### src/rtl/full_st0_out_fifo.sv
// Frame-aware output FIFO downstream of full_st0: buffers {fst, data} words and pulses frame_done per drained frame.
// Optional framing check enabled by defining FULL_ST0_OUT_FIFO_FRAME_CHECK_EN (drives the sticky frame_err).
module full_st0_out_fifo #(
    parameter int WIDTH     = 32,
    parameter int DEPTH     = 8,
    parameter int FRAME_LEN = 6
) (
    input  logic                       clk,
    input  logic                       reset,
    input  logic [WIDTH-1:0]           in_data,
    input  logic                       in_fst,
    input  logic                       in_vld,
    output logic                       in_rdy,
    output logic [WIDTH-1:0]           out_data,
    output logic                       out_fst,
    output logic                       out_vld,
    input  logic                       out_rdy,
    output logic [$clog2(DEPTH+1)-1:0] count,
    output logic                       frame_done,
    output logic                       frame_err
);

    localparam int PW = $clog2(DEPTH);
    localparam int CW = $clog2(DEPTH + 1);
    localparam int BW = $clog2(FRAME_LEN + 1);

    localparam logic [0:0] ST_IDLE   = 1'b0;
    localparam logic [0:0] ST_ACTIVE = 1'b1;

    logic [WIDTH:0]  mem_r [DEPTH];
    logic [PW-1:0]   wr_ptr_r;
    logic [PW-1:0]   rd_ptr_r;
    logic [CW-1:0]   count_r;
    logic            push_s;
    logic            pop_s;

    logic [0:0]      state_r;
    logic [0:0]      state_s;
    logic [BW-1:0]   beat_r;
    logic [BW-1:0]   beat_s;
    logic            done_s;
    logic            frame_done_r;

    // No bypass: a full buffer refuses input even while it is being popped.
    assign in_rdy   = (count_r != CW'(DEPTH));
    assign out_vld  = (count_r != CW'(0));
    assign push_s   = in_vld & in_rdy;
    assign pop_s    = out_vld & out_rdy;
    assign out_data = mem_r[rd_ptr_r][WIDTH-1:0];
    assign out_fst  = out_vld & mem_r[rd_ptr_r][WIDTH];
    assign count    = count_r;
    assign frame_done = frame_done_r;

    // Payload storage; contents are only meaningful while counted as occupied.
    always_ff @(posedge clk) begin
        if (push_s) begin
            mem_r[wr_ptr_r] <= {in_fst, in_data};
        end
    end

    // Pointer and occupancy bookkeeping.
    always_ff @(posedge clk) begin
        if (reset) begin
            wr_ptr_r <= PW'(0);
            rd_ptr_r <= PW'(0);
            count_r  <= CW'(0);
        end else begin
            if (push_s) begin
                wr_ptr_r <= wr_ptr_r + PW'(1);
            end
            if (pop_s) begin
                rd_ptr_r <= rd_ptr_r + PW'(1);
            end
            case ({push_s, pop_s})
                2'b10:   count_r <= count_r + CW'(1);
                2'b01:   count_r <= count_r - CW'(1);
                default: count_r <= count_r;
            endcase
        end
    end

    // Drain-side frame tracker next-state logic; advances only on pops.
    always_comb begin
        state_s = state_r;
        beat_s  = beat_r;
        done_s  = 1'b0;
        if (pop_s) begin
            case (state_r)
                ST_IDLE: begin
                    if (out_fst) begin
                        if (FRAME_LEN == 1) begin
                            done_s = 1'b1;
                            beat_s = BW'(0);
                        end else begin
                            state_s = ST_ACTIVE;
                            beat_s  = BW'(1);
                        end
                    end else begin
                        state_s = ST_IDLE;
                    end
                end
                ST_ACTIVE: begin
                    if (out_fst) begin
                        beat_s = BW'(1);
                    end else if (beat_r == BW'(FRAME_LEN - 1)) begin
                        done_s  = 1'b1;
                        beat_s  = BW'(0);
                        state_s = ST_IDLE;
                    end else begin
                        beat_s = beat_r + BW'(1);
                    end
                end
                default: begin
                    state_s = ST_IDLE;
                    beat_s  = BW'(0);
                end
            endcase
        end else begin
            state_s = state_r;
        end
    end

    // Tracker state and registered frame_done pulse.
    always_ff @(posedge clk) begin
        if (reset) begin
            state_r      <= ST_IDLE;
            beat_r       <= BW'(0);
            frame_done_r <= 1'b0;
        end else begin
            state_r      <= state_s;
            beat_r       <= beat_s;
            frame_done_r <= done_s;
        end
    end

`ifdef FULL_ST0_OUT_FIFO_FRAME_CHECK_EN
    logic err_ev_s;
    logic frame_err_r;

    // Stray non-first word while idle, or a premature first word mid-frame.
    assign err_ev_s = pop_s & ((state_r == ST_IDLE) ? ~out_fst : out_fst);

    // Sticky framing error, cleared only by reset.
    always_ff @(posedge clk) begin
        if (reset) begin
            frame_err_r <= 1'b0;
        end else if (err_ev_s) begin
            frame_err_r <= 1'b1;
        end else begin
            frame_err_r <= frame_err_r;
        end
    end

    assign frame_err = frame_err_r;
`else
    assign frame_err = 1'b0;
`endif

endmodule
### config.mk
export PLATFORM = sky130hd
export DESIGN_NAME = full_st0_out_fifo
export DESIGN_NICKNAME = d
export VERILOG_FILES = /design/src/rtl/full_st0_out_fifo.sv
export SDC_FILE = /design/constraint.sdc
export NUM_CORES = 1
export LEC_CHECK = 0
export BUFFER_PORTS_ARGS = -buffer_cell sky130_fd_sc_hd__buf_2
export CORE_MARGIN = 2
export CORE_UTILIZATION = 30
export DETAILED_ROUTE_END_ITERATION = 12
export SLEW_MARGIN = 20
export SYNTH_ARGS = -nofsm -noshare
export SYNTH_HDL_FRONTEND = slang
export SYNTH_SLANG_ARGS = --single-unit
### constraint.sdc
create_clock -name clk -period 6.5 [get_ports clk]
set_input_delay 1.95 -clock clk [delete_from_list [all_inputs] [get_ports clk]]
set_output_delay 1.95 -clock clk [all_outputs]
set_load 0.1 [all_outputs]
Yosys cells after proc, flatten, opt, wreduce, memory -nomap -nowiden
Memory sizes are Yosys's and may differ from the RTL's. A register that Yosys moved wholly into a read port is not among the register bits.
Index checks and enable logic that the tools add are counted.
- bitwise logic cells: 5
- multiplexer cells: 14
- eq/ne operators: 5
- add/subtract/negate cells: 5
- reduce and logical (&&, ||, !) cells: 4
- operators by type and width (cell ; number):
    3-bit 2-to-1 mux ; 5
    3-bit by 1-bit adder with 3-bit output, second input constant ; 3
    4-bit case mux with 2 select lines ; 1
    1-bit 2-to-1 mux ; 6
    3-bit case mux with 2 select lines ; 1
    4-bit by 1-bit adder with 4-bit output, second input constant ; 1
    4-bit != test, second input constant ; 1
    4-bit nonzero test ; 1
    4-bit OR reduction ; 1
    4-bit by 1-bit subtractor with 4-bit output, second input constant ; 1
    1-bit AND ; 3
    3-bit == test, second input constant ; 1
    2-bit by 1-bit == test with 1-bit output, second input constant ; 1
    2-bit == test, second input constant ; 1
    2-bit != test, second input constant ; 1
    1-bit NOT ; 2
    1-bit case mux with 2 select lines ; 1
    2-bit AND reduction ; 1
    2-bit nonzero test ; 1
- flip-flop bits (word level): 15
- RAM bits: 264
- word-level logic and storage cells: 40
- output and inout port bits: 41
- memories kept: 1
- memories (memory ; words ; bits a word ; rd ports ; clocked after Yosys merged registers in ; wr ports ; line ; source):
    mem_r ; 8 ; 33 ; 1 ; 1 ; 1 ; 30 ; logic [WIDTH:0] mem_r [DEPTH];

Depth between registers and ports, before layout
Gate-level depths: netlist (run 1).
- depth in word-level cells: 4
- gate-level depth with buffers: 11
- depth with buffers taken out: 9

Worst setup path after synthesis (run 1)
Ideal clock, no wire load.
- kind: reg-to-reg
- start: register count_r[1] (netlist: count[1])
- end: memory mem_r[0][0] in the netlist's numbering (enable)
- slack: 0.757 ns
- path buffers: 2
- data arrival time: 5.237 ns
- stages on the path, launching flop included: 6
- cells stage by stage: dfxtp_1 buf_2 or4b_1 buf_2 nand2_2 nor4_1
- longest elaborated chain between the ends: 4
- RTL lines (element ; line ; source):
    start: declaration ; 33 ; logic [CW-1:0] count_r;
    start signal: assignment ; 75 ; 2'b10: count_r <= count_r + CW'(1);
    start signal: assignment ; 76 ; 2'b01: count_r <= count_r - CW'(1);
    start signal: assignment ; 77 ; default: count_r <= count_r;
    4-bit != test ; 45 ; assign in_rdy = (count_r != CW'(DEPTH));
    net in_rdy ; 13 ; output logic in_rdy,
    1-bit AND ; 47 ; assign push_s = in_vld & in_rdy;
    1-bit 2-to-1 mux ; 56 ; if (push_s) begin
    1-bit 2-to-1 mux (implied by the code) ; 57 ; mem_r[wr_ptr_r] <= {in_fst, in_data};
    end: declaration ; 30 ;
The timed path passes the listed nets, and every way through them passes these cells.

==> results by group, run 1 <==
Route
  – WL final: 22700 um
  – Mean number of vias per cell: 4.74
  – Starting DRC count in detailed routing: 300
  – DR vias: 5063
  – Drt pass-1 iters: 4
  – DRC Markers: 0
  – Avg WL per Cell: 21.2 um
  – Post-route ant nets: 0

Layout
  – Final #Nets: 627
  – Register area: 8300 um2
  – Share of cells above drive strength 1: 0.404
  – Multi-input gate area: 2440 um2
  – Syn-to-layout area delta: 18.2%
  – Number of fill cells: 3214

Setup path
  – Req. time, crit path: 4550 ps
  – CP Class: reg2out
  – Worst path top cell family by delay: flip-flops
  – Critical path's largest stage delay: 930 ps
  – Worst setup EP type: output port
  – Worst Path Max Fanout: 42
  – Startpoint types: flop
  – Crit path buf inv count: 2
  – Crit-path slowest cell: dfxtp_4
  – Crit path cell chain: buf_4 > mux4_2 > mux2_2 > buf_2
  – Crit path DAT: 3100 ps

STA
  – Max-slew violations: 0
  – Max frequency: 198 MHz
  – Unrepaired setup endpoints after global routing: false
  – Final Cycle Share: 0.776
  – Post-Route Skew: 18.1 ps
  – Final setup violation count: 0
  – Period minus WS final: 5050 ps
  – Setup TNS: 0 ps
  – Actual slew at the worst max-slew pin: 1030 ps
  – Worst hold margin: 475 ps
  – Final Hold Fails: 0
  – Worst slew margin: 0.316

Synth
  – Syn Nets: 527
  – Largest cells by area after synthesis: edfxtp_1 (73%), mux4_2 (14%), dfxtp_1 (3.3%), mux2_2 (3.3%), ha_1 (0.58%)
  – Cell area after synthesis: 10800 um2
  – Yosys cell types: 38
  – Syn avg cell area: 22.3 um2
  – Sequential-to-total area share from yosys stat: 0.768
  – Asr flop ratio synth: 0
  – Area share of the largest cell type after synthesis: 0.734
  – Seq cells post-synth: 282
  – Post-synth EDFFs: 264
  – Post-synth top area cell: edfxtp_1
  – Most numerous cell in the Yosys netlist: edfxtp_1
  – Top cells by count, synth: edfxtp_1 (264), mux4_2 (66), mux2_2 (32)
  – Synth Instances: 485
  – Ys Warns: 0
  – Top_reg_cell synth: edfxtp_1

Global route
  – Antenna violations before repair: 1
  – Largest net degree at the start of global routing: 66
  – Grt ovf: 0
  – Vias in the first global route: 5485
  – First-pass GRT wire length: 34400 um
  – Aggregate global-route resource usage: 0.121

Floorplanning
  – Die area: 37500 um2
  – Die Y: 194 um
  – Initial Utilization: 0.304
  – Die X: 194 um
  – Core area: 35500 um2
  – IO Count: 78
  – Row cnt: 69

Outcome
  – Status: finished clean

CTS
  – Sink Count: 282
  – Resize count post-CTS: 0
  – CTS buffer count: 30
  – Reg clk slew, reported paths: 60 ps
  – Post-CTS Setup Bufs: 0
  – CTS tree: built
  – Clock Root Buffer: clkbuf_16
  – H-tree depth: 1
  – CTS Buffer Depth: 3
  – Cts hold-fix bufs: 0
  – Worst skew pair latency: 560 ps

Placement
  – Routability cong.: 0.671
  – Hpwl dp: 13400 um
  – # port buffers: 76

Pwr
  – VDD IR max: 0.365 mV
  – Power Density: 438 nW/um2
  – LEAKAGE: 4.05 nW

Job
  – Max-cap violations: 0

Hold path
  – Hold Path Class: reg2reg
-- tightest hold or removal path, delay by kind of cell, from the launching register on --
family,cells,cell delay [ps]
flops,1,310
compound gates,1,70
simple gates,1,50
-- power by group --
part / internal (mW) / total (mW) / switching, mW
Clock: 0.952 / 1.62 / 0.664
Sequential: 2.09 / 2.25 / 0.161
Combinational: 0.519 / 1.72 / 1.20
Total: 3.57 / 5.59 / 2.02
-- placed cells by master, fill, tap and decap left out, types with 3 or more instances in the layout --
master and n:
dfxtp_1 15, nand2_1 9, buf_4 14, clkinv_2 4
clkbuf_16 31, nand3_1 8, nor2_4 3, nor3_2 3
edfxtp_1 264, mux2_2 32, xor2_1 6, clkbuf_1 11
nor2_1 11, o21ai_0 3, buf_2 76, mux4_2 66
a21oi_1 6, ha_1 5
-- metal layers --
layer | vias up | track usage | part of all wire
met5 | - | 0 | 0
met1 | 2708 | 0.146 | 0.41
li1 | 2223 | - | -
met4 | 0 | 0.0308 | 0.021
met2 | 97 | 0.218 | 0.52
met3 | 35 | 0.0263 | 0.046
-- flip-flops by register name, summed over array words and instances, names as in the netlist, named ones only --
signal / count
wr_ptr_r: 3
mem_r: 264
rd_ptr_r: 3
count: 4
beat_r: 3
state_r: 1
frame_done: 1
-- kinds of logic (layout without fill, tap and decap cells) --
kind of cell	after synthesis	after routing	synth area share
and+or+nand+nor	52	52	0.0258
muxes	100	100	0.174
other	1	3	0.000347
adders and majority gates	5	5	0.00579
DFF	282	282	0.768
xor gates and xnor gates	7	7	0.00568
buffers and inverters	24	145	0.0112
AOI/OAI and AO/OA	14	14	0.00939
-- through the flow --
step	cell area [um2]	power [mW]	setup slack, ps	cells	utilization
final	12800	5.59	1450	1069	0.360
after global routing	12800	5.81	1210	1067	0.360
after CTS	12800	5.67	1320	1067	0.359
after detailed placement	11800	4.04	1900	1014	0.333
after global placement	11800	4.01	1940	1014	0.333
after floorplan	10800	3.73	757	485	-
-- final timing paths --
kind | startpoint | to | slack, ps | cells past startpoint
setup reg to reg | count[1]$_SDFFE_PP0P_ | count[2]$_SDFFE_PP0P_ | 3710 | 9
hold reg to reg | rd_ptr_r[1]$_SDFFE_PP0P_ | flop | 470 | 2
setup / recovery | flop | out_data[28] | 1450 | 4
hold / removal | rd_ptr_r[1]$_SDFFE_PP0P_ | flop | 470 | 2
-- area by class of cell --
class,count,share of cell area
diodes,2,0.000392
clock buffers,42,0.0640
clock inverters,11,0.00902
inverters,1,0.000294
multi-input cells,179,0.191
flip-flops and latches,282,0.650
well taps,461,0.0452
repair buffers,91,0.0396
Note: power is estimated with default switching activity, not from simulation.
==> run 2: changes to the inputs <==
- ABC_AREA: unset -> 1
- clock period: 6.5 -> 4.45 ns (I/O delays scaled with it)
==> run 2 against run 1 <==
Against the previous run:
- die area is 3.1% higher
- worst hold slack worse by 11 ps
- clock power is 57% higher
- synthesized cell count is 81% higher
- worst setup slack worse by 1100 ps
- core utilization is 0.082 points lower
- final cell count is 35% higher
- sequential share of layout area is 1.9 points lower
- critical path depth is 2 higher
- largest cell class unchanged
==> results by group, run 2 <==
CTS
  – CTS tree: built
  – Clock Root Buffer: clkbuf_16
  – Sink Count: 282
  – Worst skew pair latency: 540 ps
  – CTS Buffer Depth: 3
  – Resize count post-CTS: 0
  – Reg clk slew, reported paths: 60 ps
  – Cts hold-fix bufs: 0
  – Post-CTS Setup Bufs: 0
  – H-tree depth: 1
  – CTS buffer count: 30

Synth
  – Most numerous cell in the Yosys netlist: edfxtp_1
  – Asr flop ratio synth: 0
  – Yosys cell types: 29
  – Seq cells post-synth: 282
  – Cell area after synthesis: 11100 um2
  – Largest cells by area after synthesis: edfxtp_1 (71%), nor2_1 (7.7%), o21ai_0 (6.0%), dfxtp_1 (3.2%), a31oi_1 (1.8%)
  – Post-synth EDFFs: 264
  – Post-synth top area cell: edfxtp_1
  – Synth Instances: 880
  – Area share of the largest cell type after synthesis: 0.712
  – Syn avg cell area: 12.7 um2
  – Syn Nets: 922
  – Top_reg_cell synth: edfxtp_1
  – Sequential-to-total area share from yosys stat: 0.744
  – Top cells by count, synth: edfxtp_1 (264), nor2_1 (229), o21ai_0 (134)
  – Ys Warns: 0

Global route
  – Largest net degree at the start of global routing: 68
  – First-pass GRT wire length: 40100 um
  – Antenna violations before repair: 2
  – Aggregate global-route resource usage: 0.133
  – Grt ovf: 0
  – Vias in the first global route: 6870

Layout
  – Share of cells above drive strength 1: 0.178
  – Most flops, register: mem_r
  – Syn-to-layout area delta: 18.0%
  – Final #Nets: 999
  – Commonest non-fill, non-tap cell in the layout: edfxtp_1
  – Layout Utilization: 0.359
  – Finished Layout Cells: 1447
  – Commonest cells after routing, fill and taps aside: edfxtp_1 (264), nor2_1 (221), o21ai_0 (134)
  – Ant. Diodes: 0
  – Largest register FFs: 264
  – Number of fill cells: 3561

Hold path
  – Hold path start: rd_ptr_r[2]$_SDFFE_PP0P_
  – Worst Hold Depth: 2
  – Hold Path Class: reg2reg

Floorplanning
  – Die area: 38700 um2
  – IO Count: 78
  – Initial Utilization: 0.304
  – Die X: 197 um
  – Row cnt: 70
  – Die Y: 197 um
  – Core area: 36600 um2

Setup path
  – Crit path DAT: 2810 ps
  – Critical path's largest stage delay: 690 ps
  – Crit path cell chain: buf_6 > o21ai_0 > o22ai_1 > nor2_1 > a31oi_1 > buf_2
  – Crit path buf inv count: 2
  – Reg-to-Reg End: mem_r[2][30]$_DFFE_PP_
  – CP Class: reg2out
  – Worst path top cell family by delay: buffers and inverters
  – Worst setup EP type: output port
  – Worst Path Max Fanout: 48
  – Reg2reg start: count[0]$_SDFFE_PP0P_
  – Reg2reg setup slack: 2060 ps
  – Req. time, crit path: 3120 ps
  – Crit-path slowest cell: dfxtp_4
  – Depth of the most critical reg-to-reg path: 7
  – Startpoint types: flop

STA
  – Period minus WS final: 4140 ps
  – Final Hold Fails: 0
  – Final Cycle Share: 0.931
  – Unrepaired setup endpoints after global routing: false
  – Max-slew violations: 0
  – Setup TNS: 0 ps
  – Final setup violation count: 0
  – Final worst slack: 308 ps
  – Worst slew margin: 0.525
  – Post-Route Skew: 9.80 ps
  – Max frequency: 241 MHz
  – Actual slew at the worst max-slew pin: 711 ps

Route
  – Post-route ant nets: 0
  – Mean number of vias per cell: 4.78
  – Met2 WL post-DR: 12900 um
  – Top layer in use: met5
  – Met3 wire len: 1000 um
  – Starting DRC count in detailed routing: 420
  – DRC Markers: 0
  – DR vias: 6917
  – Avg WL per Cell: 17.8 um
  – WL final: 25800 um
  – Drt pass-1 iters: 4
  – Met1 WL: 11400 um

Pwr
  – LEAKAGE: 4.51 nW
  – Power Density: 672 nW/um2
  – VDD IR max: 0.419 mV

Job
  – Max-cap violations: 0

Placement
  – Pre-CTS setup slack: 735 ps
  – # port buffers: 76
  – Routability cong.: 0.741
  – Placed instance count: 1393
  – Hpwl dp: 14300 um

Outcome
  – Status: finished clean
[run 2: changes by cell type after synthesis, sizes merged, moves of 30 or more]
| cell | before | now |
|---|---|---|
| mux2 | 32 | 0 |
| mux4 | 66 | 0 |
| o22ai | 0 | 32 |
| o21ai | 3 | 134 |
| a31oi | 2 | 32 |
| nor2 | 14 | 246 |
[run 2: metrics by stage]
| stage | cell area (um2) | total power [mW] | hold WS (ps) |
|---|---|---|---|
| after floorplan | 11100 | 5.72 | 433 |
| after global placement | 12100 | 6.34 | 448 |
| after detailed placement | 12100 | 6.36 | 454 |
| after CTS | 13100 | 8.93 | 464 |
| after global routing | 13100 | 9.24 | 492 |
| final | 13100 | 8.83 | 464 |
[run 2: cell families (layout without fill, tap and decap cells)]
| logic type | after synthesis | count (layout) | share of synthesized area |
|---|---|---|---|
| AO/OA/AOI/OAI | 211 | 211 | 0.102 |
| XOR/XNOR | 4 | 4 | 0.00315 |
| adder cells (fa/ha/maj) | 5 | 5 | 0.00562 |
| buffers and inverters | 81 | 180 | 0.0371 |
| flip-flops | 282 | 282 | 0.744 |
| other | 1 | 1 | 0.000337 |
| AND/OR/NAND/NOR | 296 | 296 | 0.107 |
[run 2: report_power, final]
group	total, mW	switching (mW)	internal [mW]	leakage (nW)
Sequential	3.14	0.0957	3.04	2.55
Combinational	3.14	2.52	0.619	1.47
Clock	2.55	0.994	1.56	0.494
Total	8.83	3.61	5.22	4.51
[run 2: final cells by class]
class / instances / area [um2] / area share
repair buffers: 97 / 638 / 0.0486
multi-input cells: 517 / 2490 / 0.190
clock buffers: 37 / 798 / 0.0608
clock inverters: 17 / 216 / 0.0165
inverters: 29 / 114 / 0.00867
well taps: 468 / 586 / 0.0446
flip-flops and latches: 282 / 8290 / 0.631
[run 2: worst reg2reg max path: cells and delay by family (launching register included)]
kind / cells / cell delay, ps
simple gates: 5 / 1150
buf+inv: 2 / 500
flops: 1 / 430
[run 2: routing by layer]
layer | up-vias | global-route usage
met5 | - | 0
met4 | 4 | 0.0340
met3 | 37 | 0.0209
met2 | 127 | 0.236
met1 | 3427 | 0.171
li1 | 3322 | -
[run 2: worst max-delay path by stage]
stage               slack (ps)  cells after the start                    end
floorplan                   80                      6  mem_r[0][0]$_DFFE_PP_
global placement           710                      6           out_data[31]
detailed placement         740                      6           out_data[31]
CTS                        150                      6           out_data[31]
global route                90                      7           out_data[20]
finish                     310                      6            out_data[2]
==> run 3: changes to the inputs <==
- CORE_MARGIN: 2 -> unset
- RECOVER_POWER: unset -> 50
==> run 3 against run 2 <==
Against the previous run:
- worst hold slack got worse by 17 ps
- clock power shrank 7%
- combinational power hardly changed
- fmax shrank 0.55%
- final cell count is 0.41% higher
- critical path depth rose by 2
- largest power group unchanged
- clock skew increased by 13 ps
- count of clock-buffer cells in the layout shrank 4
- flip-flop and latch count stayed put
- cell area fell by 1.0%
- critical endpoint is now out_fst
- non-clock buffer count is 4 higher
==> results by group, run 3 (synthesis results as in run 2) <==
Setup path
  – Critical path's largest stage delay: 640 ps
  – CP Class: reg2out
  – Req. time, crit path: 3120 ps
  – Worst setup EP type: output port
  – Crit path DAT: 2830 ps
  – Crit path cell chain: buf_4 > nor2_1 > nor2_1 > nand2_1 > nand3_1 > nand3_1 > inv_1 > buf_2
  – Worst Path Max Fanout: 47
  – Crit path buf inv count: 3
  – Worst path top cell family by delay: buffers and inverters
  – Startpoint types: flop
  – Crit-path slowest cell: dfxtp_4

STA
  – Final Hold Fails: 0
  – Final Cycle Share: 0.936
  – Unrepaired setup endpoints after global routing: false
  – Actual slew at the worst max-slew pin: 834 ps
  – Post-Route Skew: 22.8 ps
  – Worst hold margin: 447 ps
  – Max-slew violations: 0
  – Max frequency: 240 MHz
  – Worst slew margin: 0.443
  – Period minus WS final: 4160 ps
  – Final setup violation count: 0
  – Setup TNS: 0 ps

Placement
  – # port buffers: 76
  – Routability cong.: 0.725
  – Hpwl dp: 14800 um

Layout
  – Final #Nets: 1003
  – Syn-to-layout area delta: 16.8%
  – Number of fill cells: 3515
  – Largest register FFs: 264
  – Commonest cells after routing, fill and taps aside: edfxtp_1 (264), nor2_1 (224), o21ai_0 (134)
  – Commonest non-fill, non-tap cell in the layout: edfxtp_1
  – Share of cells above drive strength 1: 0.147
  – Ant. Diodes: 0
  – Most flops, register: mem_r

Pwr
  – Internal power: 5.00 mW
  – Sw Pwr: 3.63 mW
  – Power Density: 664 nW/um2
  – Seq pwr share: 0.362
  – LEAKAGE: 4.39 nW
  – Clk pwr share: 0.275
  – Combinational share of power: 0.363
  – Sw frac: 0.421
  – VDD IR max: 0.445 mV

Floorplanning
  – Initial Utilization: 0.305
  – Core area: 36500 um2
  – IO Count: 78
  – Die Y: 195 um
  – Die area: 37900 um2
  – Row cnt: 70
  – Die X: 195 um

Global route
  – Grt ovf: 0
  – Vias in the first global route: 6677
  – Aggregate global-route resource usage: 0.135
  – First-pass GRT wire length: 39600 um
  – Antenna violations before repair: 1
  – Largest net degree at the start of global routing: 48

CTS
  – CTS tree: built
  – Cts hold-fix bufs: 0
  – H-tree depth: 1
  – Sink Count: 282
  – Worst skew pair latency: 560 ps
  – Clock Root Buffer: clkbuf_16
  – Resize count post-CTS: 0
  – CTS Buffer Depth: 3
  – CTS buffer count: 30
  – Reg clk slew, reported paths: 60 ps
  – Post-CTS Setup Bufs: 0

Route
  – Drt pass-1 iters: 5
  – WL final: 25500 um
  – Starting DRC count in detailed routing: 397
  – DRC Markers: 0
  – Avg WL per Cell: 17.6 um
  – Mean number of vias per cell: 4.69
  – Post-route ant nets: 0
  – DR vias: 6821

Hold path
  – Hold Path Class: reg2reg

Job
  – Max-cap violations: 0

Outcome
  – Status: finished clean
run 3: power groups by stage:
stage	registers, mW	logic [mW]	clock network, mW
3_3_place_gp	3.18	3.17	0
3_5_place_dp	3.18	3.18	0
5_1_grt	3.14	3.35	2.52
6_report	3.13	3.13	2.37
2_1_floorplan	3.24	2.48	0
4_1_cts	3.13	3.19	2.43
run 3: layout make-up:
cell class	instances	area, um2	area share
flip-flops and latches	282	8290	0.638
multi-input cells	517	2470	0.190
clock buffers	33	762	0.0586
repair buffers	101	593	0.0456
well taps	468	586	0.0450
clock inverters	23	188	0.0144
inverters	29	114	0.00876
run 3: stage by stage:
| step | power [mW] | worst slack (ps) | util | cells | cell area [um2] |
|---|---|---|---|---|---|
| after floorplan | 5.72 | 75.8 | - | 880 | 11100 |
| after global routing | 9.02 | 9.01 | 0.356 | 1453 | 13000 |
| after CTS | 8.74 | 202 | 0.358 | 1453 | 13100 |
| final | 8.63 | 285 | 0.356 | 1453 | 13000 |
| after detailed placement | 6.36 | 799 | 0.332 | 1397 | 12100 |
| after global placement | 6.35 | 781 | 0.332 | 1397 | 12100 |
run 3: path summary, 6_finish.rpt:
kind	start	to	slack, ps	cells past startpoint
max	flop	out_fst	290	8
min	rd_ptr_r[2]$_SDFFE_PP0P_	flop	450	2
max reg2reg	count[0]$_SDFFE_PP0P_	mem_r[6][18]$_DFFE_PP_	1810	7
min reg2reg	rd_ptr_r[2]$_SDFFE_PP0P_	flop	450	2
run 3: routing by layer:
metal / global-route usage / wire length (um) / vias up
met5: 0 / 17 / -
met4: 0.0379 / 563 / 2
met2: 0.226 / 12300 / 136
met1: 0.181 / 11700 / 3306
met3: 0.0206 / 987 / 43
li1: - / - / 3334
run 3: tightest hold or removal path, stage by stage, from the launching register on:
cell and delay (ps):
dfxtp_1 310, inv_1 50, a21oi_1 60
